[src/rtl/timer_display_driver.sv]
// Binary-to-BCD display driver for the countdown timer: iterative double-dabble
// conversion feeding a 3-digit multiplexed 7-segment scan with leading-zero blanking.
module timer_display_driver #(
    parameter int unsigned SCAN_DIV   = 4,
    parameter logic [7:0]  BLANK_CODE = 8'hFF
) (
    input  logic       clk,
    input  logic       reset,
    input  logic [7:0] value,
    output logic [6:0] seg,
    output logic [2:0] an,
    output logic       busy
);

    localparam int unsigned CNT_W = (SCAN_DIV > 1) ? $clog2(SCAN_DIV) : 1;
    localparam logic [CNT_W-1:0] CNT_MAX = CNT_W'(SCAN_DIV - 1);

    typedef enum logic [1:0] {
        IDLE,
        CONV,
        COMMIT
    } state_t;

    state_t           state;
    logic [7:0]       shadow;
    logic [7:0]       bin;
    logic [11:0]      bcd;
    logic [11:0]      bcd_adj;
    logic [2:0]       it;

    logic [2:0][3:0]  digit;
    logic [2:0]       blank;
    logic [2:0][3:0]  digit_next;
    logic [2:0]       blank_next;

    logic [CNT_W-1:0] scan_cnt;
    logic [1:0]       digit_idx;
    logic [1:0]       idx_next;
    logic             wrap;

    function automatic logic [6:0] pattern(input logic [3:0] d);
        case (d)
            4'd0:    return 7'h3F;
            4'd1:    return 7'h06;
            4'd2:    return 7'h5B;
            4'd3:    return 7'h4F;
            4'd4:    return 7'h66;
            4'd5:    return 7'h6D;
            4'd6:    return 7'h7D;
            4'd7:    return 7'h07;
            4'd8:    return 7'h7F;
            4'd9:    return 7'h6F;
            default: return 7'h00;
        endcase
    endfunction

    // Add-3 correction per nibble; the largest nibble reached is 9, so no carry crosses nibbles.
    always_comb begin
        for (int n = 0; n < 3; n++) begin
            bcd_adj[n*4 +: 4] = (bcd[n*4 +: 4] >= 4'd5) ? bcd[n*4 +: 4] + 4'd3 : bcd[n*4 +: 4];
        end
    end

    // NOTE: every always_comb output gets a default first so no path leaves it unassigned (no latch).
    always_comb begin
        digit_next = digit;
        blank_next = blank;
        if (state == COMMIT) begin
            if (shadow == BLANK_CODE) begin
                blank_next = 3'b111;
            end else begin
                digit_next = {bcd[11:8], bcd[7:4], bcd[3:0]};
                blank_next = {bcd[11:8] == 4'd0, (bcd[11:8] == 4'd0) && (bcd[7:4] == 4'd0), 1'b0};
            end
        end
    end

    // NOTE: sequential state uses non-blocking assignments so every register samples pre-edge values.
    always_ff @(posedge clk or posedge reset) begin
        if (reset) begin
            state  <= IDLE;
            shadow <= BLANK_CODE;
            bin    <= '0;
            bcd    <= '0;
            it     <= '0;
            busy   <= 1'b0;
        end else begin
            case (state)
                IDLE: begin
                    if (value != shadow) begin
                        shadow <= value;
                        busy   <= 1'b1;
                        if (value == BLANK_CODE) begin
                            state <= COMMIT;
                        end else begin
                            bin   <= value;
                            bcd   <= '0;
                            it    <= '0;
                            state <= CONV;
                        end
                    end
                end
                CONV: begin
                    {bcd, bin} <= {bcd_adj[10:0], bin, 1'b0};
                    it         <= it + 3'd1;
                    if (it == 3'd7) begin
                        state <= COMMIT;
                    end
                end
                COMMIT: begin
                    state <= IDLE;
                    busy  <= 1'b0;
                end
                default: begin
                    state <= IDLE;
                    busy  <= 1'b0;
                end
            endcase
        end
    end

    // Digit registers power up blank so nothing lights before the first real value.
    always_ff @(posedge clk or posedge reset) begin
        if (reset) begin
            digit <= '0;
            blank <= 3'b111;
        end else begin
            digit <= digit_next;
            blank <= blank_next;
        end
    end

    assign wrap     = (scan_cnt == CNT_MAX);
    assign idx_next = (digit_idx == 2'd2) ? 2'd0 : digit_idx + 2'd1;

    // Scan reads the post-commit digit values, so a commit on a wrap edge is shown immediately.
    always_ff @(posedge clk or posedge reset) begin
        if (reset) begin
            scan_cnt  <= '0;
            digit_idx <= 2'd0;
            an        <= 3'b001;
            seg       <= 7'h00;
        end else if (wrap) begin
            scan_cnt  <= '0;
            digit_idx <= idx_next;
            an        <= 3'b001 << idx_next;
            seg       <= blank_next[idx_next] ? 7'h00 : pattern(digit_next[idx_next]);
        end else begin
            scan_cnt  <= scan_cnt + CNT_W'(1);
        end
    end

endmodule

[config.mk]
export PLATFORM = sky130hd
export DESIGN_NAME = timer_display_driver
export DESIGN_NICKNAME = d
export VERILOG_FILES = /design/src/rtl/timer_display_driver.sv
export SDC_FILE = /design/constraint.sdc
export NUM_CORES = 1
export LEC_CHECK = 0
export CORE_UTILIZATION = 52
export CTS_CLUSTER_DIAMETER = 80
export DETAILED_ROUTE_END_ITERATION = 7
export GPL_ROUTABILITY_DRIVEN = 1
export GPL_TIMING_DRIVEN = 1
export PLACE_DENSITY = 0.73
export SLEW_MARGIN = 40
export SYNTH_ARGS = -nofsm -noshare
export SYNTH_HDL_FRONTEND = slang
export SYNTH_SLANG_ARGS = --single-unit
[constraint.sdc]
create_clock -name clk -period 3.4 [get_ports clk]
set_clock_uncertainty 0.1 [all_clocks]
set_input_delay 0.34 -clock clk [delete_from_list [all_inputs] [get_ports clk]]
set_output_delay 0.34 -clock clk [all_outputs]
set_load 0.02 [all_outputs]
==> flow_metrics.tcl, run 1 <==
set metrics [dict create \
    status "finished, final reports clean" \
    vias 2353 \
    regToRegSetupSlack_ns 0.58 \
    cts_sinks 62 \
    synth_top_area_share_pct 37.7 \
    yosys.area_share.simple_pct 11.7 \
    cap_violations 0 \
    synthAdderAreaFrac_pct 5.65 \
    die_area_um2 6710 \
    start_util_pct 55.1 \
    grt_remaining_overflow 0 \
    ios 21 \
    cp.arrival_ns 2.96 \
    routed_wl_um 6330 \
    cts_hold_buf 0 \
    clock_path_buffers 2 \
    worst_pin_slew_ns 0.755 \
    path_max_fanout 7 \
    area_growth_pct 12.8 \
    synth_mux_area_share_pct 8.48 \
    dpl.hpwl_um 4610 \
    yosys-top-cells-count "dfrtp_1 (50), nand2_1 (45), inv_1 (26)" \
    synthTopCellsByArea "dfrtp_1 (38%), dfstp_2 (9.5%), ha_1 (5.7%)" \
    yosysTopAreaCell "dfrtp_1" \
    synthCells 315 \
    die_w_um 81.9 \
    num_rows 28 \
    worstPathRequired_ns 3.54 \
    async_flop_share_pct 100 \
    route.detailed.drc 0 \
    grt_usage_pct 21.6 \
    post-route-period-util_pct 83.0 \
    yosysMostFrequentCell "dfrtp_1" \
    final-hold-violation-count 0 \
    reg2reg_from "shadow[2]" \
    synth_warnings 0 \
    hold_path.class "in -> async" \
    cts_buffers 9 \
    ys_types 52 \
    cts_tree "yes" \
    ant_nets 0 \
    gp_congestion 0.755 \
    routed_via_density 5.66 \
    fin_ws_ns 0.579 \
    dominantRegCellSynth "dfrtp_1" \
    post-place-ws_ns 0.597 \
    grt_pass1_vias 2234 \
    ir_drop_mv 0.479 \
    drv_slew 0 \
    tns_ns 0 \
    cts.clk_slew.worst_paths_ns 0.07 \
    cts_root_buf "clkbuf_8" \
    synth.yosys.seq_area_share_pct 47.2 \
    synth-compound-area-share_pct 17.9 \
    startpoint_type "flop" \
    power_density_nw_per_um2 813 \
    cts-resized-gates 0 \
    antenna_found_initial 0 \
    synth_fp_nets 340 \
    die_h_um 81.9 \
    synth_area_um2 3320 \
    drive_gt1_share_pct 16.1 \
    reg2reg_to "seg[3]" \
    syn_area_per_cell_um2 10.5 \
    io_buffer_count 20 \
    synth_top_family_by_area "compound AO/OA/AOI/OAI gates" \
    nets 361 \
    final.min_clock_period_ns 2.82 \
    fp.coreArea_um2 6030 \
    cp-end-kind "flop" \
    max_freq_mhz 354 \
    first_iter_violations 109 \
    setup_viol 0 \
    grt_pass1_wl_um 10800 \
    cts_setup_buffers 0 \
    rsz0062_at_grt "no" \
    wire_per_inst_um 15.2 \
    path_class "reg -> reg" \
    synth_edf_count 0 \
    p_leak_nw 1.71 \
    dr.pass1.iters 5 \
    synth_xor_area_share_pct 3.43 \
    antenna_cells 0 \
    clkLatencyLatePin_ns 0.34 \
    r2r_cells 9 \
    max-slew-margin-rel_pct 49.5 \
    grt_max_degree 27 \
    synth-seq-cells 62 \
    h-tree-depth 3 \
]
==> critical path, stage by stage, from the launching register on <==
cell      delay (ns)
dfstp_2         0.54
and4_1          0.34
a21o_1          0.34
mux2_4          0.36
a211oi_4        0.33
inv_1           0.12
ha_1            0.22
inv_1           0.05
o211ai_1        0.10
o221ai_1        0.22
==> worst max path at each step <==
stage / startpoint / endpoint / slack [ns] / cells after the start
2_1_floorplan: shadow[6] / seg[0] / 0.89 / 11
3_3_place_gp: value[5] / bcd[7] / 0.69 / 8
3_5_place_dp: value[5] / bcd[11] / 0.60 / 8
4_1_cts: shadow[2] / seg[3] / 0.58 / 9
5_1_grt: shadow[2] / seg[3] / 0.38 / 9
6_report: shadow[2] / seg[3] / 0.58 / 9
==> area by class of cell <==
class,count,area (um^2)
Clock inverter,1,5.00
Fill cell,493,2280
Sequential cell,62,1570
Tap cell,75,93.8
Timing Repair Buffer,26,245
Clock buffer,15,166
Multi-Input combinational cell,211,1570
Inverter,26,97.6
==> metal layers <==
metal,vias up,global-route usage [%],share of wire (%)
li1,1145,-,-
met1,1150,28.5,46
met3,7,5.00,4.6
met4,0,8.07,0.77
met5,-,0,0
met2,51,34.5,49
==> cell families after synthesis <==
logic type	count (synthesis)
buffers and inverters	42
AO/OA/AOI/OAI	76
adder cells (fa/ha/maj)	15
AND/OR/NAND/NOR	81
XOR/XNOR	13
multiplexers	26
flip-flops	62
==> cell usage in the layout, fill, tap and decap left out, types with 5 or more instances in the layout <==
cell type | netlist | final
o22ai_1 | 8 | 8
dfstp_2 | 12 | 12
dfrtp_1 | 50 | 50
mux2i_1 | 15 | 15
buf_4 | 1 | 6
xor2_1 | 9 | 9
inv_1 | 26 | 25
mux2_2 | 9 | 9
o21ai_0 | 18 | 18
nand2_1 | 45 | 45
nand2b_1 | 5 | 5
clkbuf_8 | 0 | 11
ha_1 | 15 | 15
clkdlybuf4s50_1 | 0 | 20
a21oi_1 | 9 | 9
nor2_1 | 12 | 12
==> registers in the layout (all words and copies together) (netlist names) <==
signal	count
bcd	12
digit	12
bin	8
shadow	8
seg	7
an	3
blank	3
it	3
scan_cnt	2
state	2
busy	1
digit_idx	1
==> through the flow <==
stage	std cells	cell area [um^2]	power, mW	hold WS, ns	utilization [%]
floorplan	315	3320	2.17	0.303	-
global placement	400	3570	2.44	0.313	59.3
detailed placement	400	3570	2.49	0.324	59.3
CTS	416	3750	3.07	0.269	62.2
global route	416	3750	3.28	0.317	62.2
finish	416	3750	3.04	0.253	62.2
==> power by group <==
part | internal (mW) | switching (mW)
clock | 0.305 | 0.268
combinational | 0.549 | 0.634
sequential | 1.07 | 0.222
Power figures use the tool's default switching activity.
==> run 2, diff against run 1 <==
PLACE_DENSITY = 0.76   (was 0.73)
clock period = 2.3 ns   (was 3.4 ns; I/O delays follow)
==> run 2 against run 1 <==
The run now ends with negative setup slack left. Combinational power increased by 81%. Non-clock buffer count increased by 38. Global-route usage increased by 2.0 points. Final cell count increased by 9.1%. Sequential share of layout area decreased by 3.6 points. Critical path depth unchanged. Utilization increased by 5.9 points. Routed wire length increased by 8.7%. Die area unchanged. First-iteration DRC count increased by 78%. Via count increased by 3.8%.
==> flow_metrics.tcl, run 2 (synthesis gave the netlist of run 1 again) <==
set metrics [dict create \
    final.min_clock_period_ns 2.32 \
    crit_path_frequent_cell "inv_1" \
    gp_congestion 0.821 \
    max_freq_mhz 430 \
    crit_start "shadow[1]" \
    cts_hold_buf 0 \
    critPathMaxStageDelay_ns 0.53 \
    area_growth_pct 23.4 \
    cts_tree "yes" \
    max-slew-margin-rel_pct 48.1 \
    vias 2442 \
    hold_path.class "in -> async" \
    n_fill_cell 475 \
    startpoint_type "flop" \
    reg2reg_from "shadow[1]" \
    drive_gt1_share_pct 27.4 \
    post-route-period-util_pct 101 \
    fp.coreArea_um2 6030 \
    start_util_pct 55.1 \
    die_h_um 81.9 \
    status "finished with violations" \
    drv_slew 0 \
    clkLatencyLatePin_ns 0.34 \
    die_w_um 81.9 \
    cp-end-kind "flop" \
    rsz0062_at_grt "yes" \
    cts_buffers 9 \
    cp_cell_sequence "and4_4 -> a21o_4 -> mux2_4 -> a211oi_4 -> inv_1 -> ha_2 -> inv_1 -> o211ai_1 -> o221ai_1" \
    h-tree-depth 3 \
    first_iter_violations 194 \
    dpl.cell_count 436 \
    grt_pass1_vias 2605 \
    fin_ws_ns -0.0249 \
    grt_max_degree 31 \
    path_max_fanout 4 \
    dpl.hpwl_um 5050 \
    p_leak_nw 1.90 \
    routed_via_density 5.38 \
    cap_violations 0 \
    path_class "reg -> reg" \
    final-hold-violation-count 0 \
    violations "negative setup slack" \
    layout_commonest_cell "dfrtp_1" \
    crit_family "compound AO/OA/AOI/OAI gates" \
    cts_sinks 62 \
    ant_nets 0 \
    ir_drop_mv 0.828 \
    nets 399 \
    worst_pin_slew_ns 0.777 \
    worstPathRequired_ns 2.45 \
    setup_viol 2 \
    wire_per_inst_um 15.1 \
    dr.pass1.iters 4 \
    post-place-ws_ns -0.111 \
    layout_common_cells "dfrtp_1 (50), nand2_1 (45), buf_4 (42)" \
    critical-path-slowest-cell "dfstp_2" \
    cts_root_buf "clkbuf_8" \
    tns_ns -0.0437 \
    ios 21 \
    worstPathBufferInverterCount 2 \
    power_density_nw_per_um2 1180 \
    grt_remaining_overflow 0 \
    grt_pass1_wl_um 11800 \
    antenna_cells 0 \
    grt_usage_pct 23.6 \
    cts.clk_slew.worst_paths_ns 0.06 \
    num_rows 28 \
    io_buffer_count 20 \
    reg_top3 "bcd x12, digit x12" \
    routed_wl_um 6880 \
    fin_hold_ws_ns 0.0864 \
    die_area_um2 6710 \
    p_total_mw 4.82 \
    clock_path_buffers 2 \
    cp.arrival_ns 2.48 \
    antenna_found_initial 0 \
    route.detailed.drc 0 \
    fin_cells 454 \
]
## run 2: worst paths after layout
check                           cells past startpoint  slack, ns          end
worst max-delay path                                9      -0.02       seg[3]
max in group asynchronous                           3       1.38    shadow[4]
min in group clk                                    1       0.34  scan_cnt[0]
worst min register to register                      1       0.34  scan_cnt[0]
worst max register to register                      9      -0.02       seg[3]
worst min-delay path                                2       0.09       bin[1]
## run 2: stage by stage
step                area, um^2  utilization, %
finish                    4100            68.0
global route              4100            68.0
CTS                       4050            67.3
detailed placement        3860            64.1
global placement          3860            64.1
floorplan                 3330               -
## run 2: area by class of cell
cell class	count	area [um^2]	area share, %
clock buffer	15	156	3.82
sequential	62	1570	38.2
inverter	26	97.6	2.38
multi-input combinational	211	1630	39.8
timing repair buffer	64	547	13.3
clock inverter	1	5.00	0.122
tap	75	93.8	2.29
## run 2: repair_timing
| action | 4_1_cts | 5_1_grt |
|---|---|---|
| gates resized for setup | 7 | 7 |
| endpoints found under the hold margin | 0 | 0 |
| cloned | 0 | 0 |
| endpoints found under the setup margin | 7 | 39 |
| buffers inserted | 1 | 1 |
| pin swaps | 1 | 3 |
## run 2: layer usage
metal / track usage [%] / vias up / wire length (um)
met2: 39.9 / 32 / 3390
met5: 0 / - / 0
li1: - / 1225 / -
met4: 10.0 / 0 / 112
met3: 6.44 / 13 / 189
met1: 28.1 / 1172 / 3180
## run 2: where the power goes
| group | internal [mW] | total [mW] | switching (mW) |
|---|---|---|---|
| Sequential | 1.57 | 1.87 | 0.298 |
| Clock | 0.421 | 0.818 | 0.397 |
| Combinational | 1.03 | 2.13 | 1.09 |
==> run 3, diff against run 2 <==
ABC_CLOCK_PERIOD_IN_PS = 2300   (was not set)
CORE_MARGIN = 4   (was not set)
==> run 3 against run 2 <==
The run still ends with negative setup slack left. Non-clock buffer count did not move. Sequential share of layout area fell by 0.45 points. Final area rose by 1.2%. Count of clock-buffer cells in the layout fell by 2. Power rose by 2.0%. Clock power rose by 8.6%. Final cell count did not move. Die area rose by 15%. Worst hold slack improved by 0.039 ns.
==> flow_metrics.tcl, run 3 (synthesis gave the netlist of run 1 again) <==
set metrics [dict create \
    layout_commonest_cell "dfrtp_1" \
    cts.clk_slew.worst_paths_ns 0.07 \
    tns_ns -0.605 \
    setup_viol 7 \
    die_w_um 87.9 \
    critical-path-slowest-cell "dfstp_2" \
    reg2reg_to "seg[5]" \
    die_area_um2 7730 \
    drive_gt1_share_pct 29.8 \
    nets 399 \
    cts_hold_buf 0 \
    violations "negative setup slack" \
    crit_path_frequent_cell "inv_2" \
    p_total_mw 4.92 \
    fin_ws_ns -0.137 \
    start_util_pct 54.8 \
    crit_start "shadow[6]" \
    max-slew-margin-rel_pct 50.4 \
    grt_pass1_wl_um 11900 \
    drv_slew 0 \
    ios 21 \
    worst_pin_slew_ns 0.742 \
    antenna_cells 0 \
    met2_usage_pct 34.2 \
    crit_family "compound AO/OA/AOI/OAI gates" \
    io_buffer_count 20 \
    busiest_layer "met2" \
    ir_drop_mv 0.734 \
    grtUsageMet1_pct 24.7 \
    fin_hold_ws_ns 0.125 \
    status "finished with violations" \
    cp.arrival_ns 2.59 \
    dpl.hpwl_um 5180 \
    critPathMaxStageDelay_ns 0.54 \
    hold_path.class "in -> async" \
    max_freq_mhz 410 \
    dr.pass1.iters 4 \
    rsz0062_at_grt "yes" \
    p_leak_nw 1.91 \
    die_h_um 87.9 \
    use_met3_pct 3.76 \
    post-place-ws_ns -0.182 \
    final_util_pct 68.4 \
    grt_max_degree 33 \
    clkLatencyLatePin_ns 0.34 \
    ant_nets 0 \
    startpoint_type "flop" \
    post-route-period-util_pct 106 \
    gp_congestion 0.811 \
    routed_via_density 5.50 \
    clock_path_buffers 2 \
    reg2reg_from "shadow[6]" \
    first_iter_violations 152 \
    final-hold-violation-count 0 \
    wire_per_inst_um 15.5 \
    n_fill_cell 456 \
    reg_top3 "bcd x12, digit x12" \
    regToRegSetupSlack_ns -0.14 \
    h-tree-depth 3 \
    cts_root_buf "clkbuf_8" \
    grt_usage_pct 20.0 \
    vias 2495 \
    cp.depth 10 \
    cts_sinks 62 \
    worstPathBufferInverterCount 3 \
    num_rows 28 \
    area_growth_pct 24.9 \
    grt_pass1_vias 2575 \
    cp_cell_sequence "and4_4 -> a21o_1 -> buf_12 -> mux2_4 -> a211oi_4 -> inv_2 -> ha_2 -> inv_2 -> mux2i_1 -> o211ai_1" \
    grt_remaining_overflow 0 \
    route.detailed.drc 0 \
    path_max_fanout 5 \
    cts_buffers 9 \
    worstPathRequired_ns 2.46 \
    power_density_nw_per_um2 1180 \
    path_class "reg -> reg" \
    antenna_found_initial 0 \
    r2r_cells 10 \
    endpoint "seg[5]" \
    routed_wl_um 7030 \
    layout_common_cells "dfrtp_1 (50), nand2_1 (45), buf_4 (42)" \
    fp.coreArea_um2 6060 \
    cap_violations 0 \
    final.min_clock_period_ns 2.44 \
    cp-end-kind "flop" \
    cts_tree "yes" \
]
==> run 3: repair_timing <==
action | in CTS | in global routing
endpoints found under the setup margin | 7 | 24
gates resized for setup | 9 | 10
setup buffers | 1 | 1
pin swaps | 4 | 5
==> run 3: how the worst min path moves through the flow <==
stage	cells after the start	start	end
6_report	2	reset	digit_idx[0]
5_1_grt	2	reset	digit_idx[0]
4_1_cts	2	reset	digit_idx[0]
3_5_place_dp	1	scan_cnt[0]	scan_cnt[0]
3_3_place_gp	1	scan_cnt[0]	scan_cnt[0]
2_1_floorplan	1	value[0]	shadow[0]
==> run 3: layout make-up <==
class | count | area, um^2 | share of cell area [%]
multi-input combinational | 211 | 1650 | 39.7
sequential | 62 | 1570 | 37.8
timing repair buffer | 64 | 556 | 13.4
clock buffer | 13 | 169 | 4.07
inverter | 26 | 97.6 | 2.35
tap | 75 | 93.8 | 2.26
clock inverter | 3 | 17.5 | 0.422
==> run 3: stage by stage <==
step | instance area [um^2] | cells
floorplan | 3330 | 315
global placement | 3870 | 436
detailed placement | 3870 | 436
CTS | 4100 | 453
global route | 4150 | 454
finish | 4150 | 454
==> run 3: power breakdown <==
group	internal, mW	switching [mW]
registers	1.57	0.296
logic	1.05	1.11
clock network	0.476	0.413
total	3.10	1.82
==> run 3: worst reg2reg max path, cell delays in order, from the launching register on <==
cell and delay, ns:
dfstp_2 0.54, and4_4 0.24, a21o_1 0.16, buf_12 0.13, mux2_4 0.31, a211oi_4 0.28
inv_2 0.10, ha_2 0.20, inv_2 0.05, mux2i_1 0.06, o211ai_1 0.19
==> run 3: routing by layer <==
layer / vias up / share of wire, %
met2: 35 / 50
met1: 1222 / 45
li1: 1226 / -
met3: 12 / 2.7
met4: 0 / 1.8
met5: - / 0
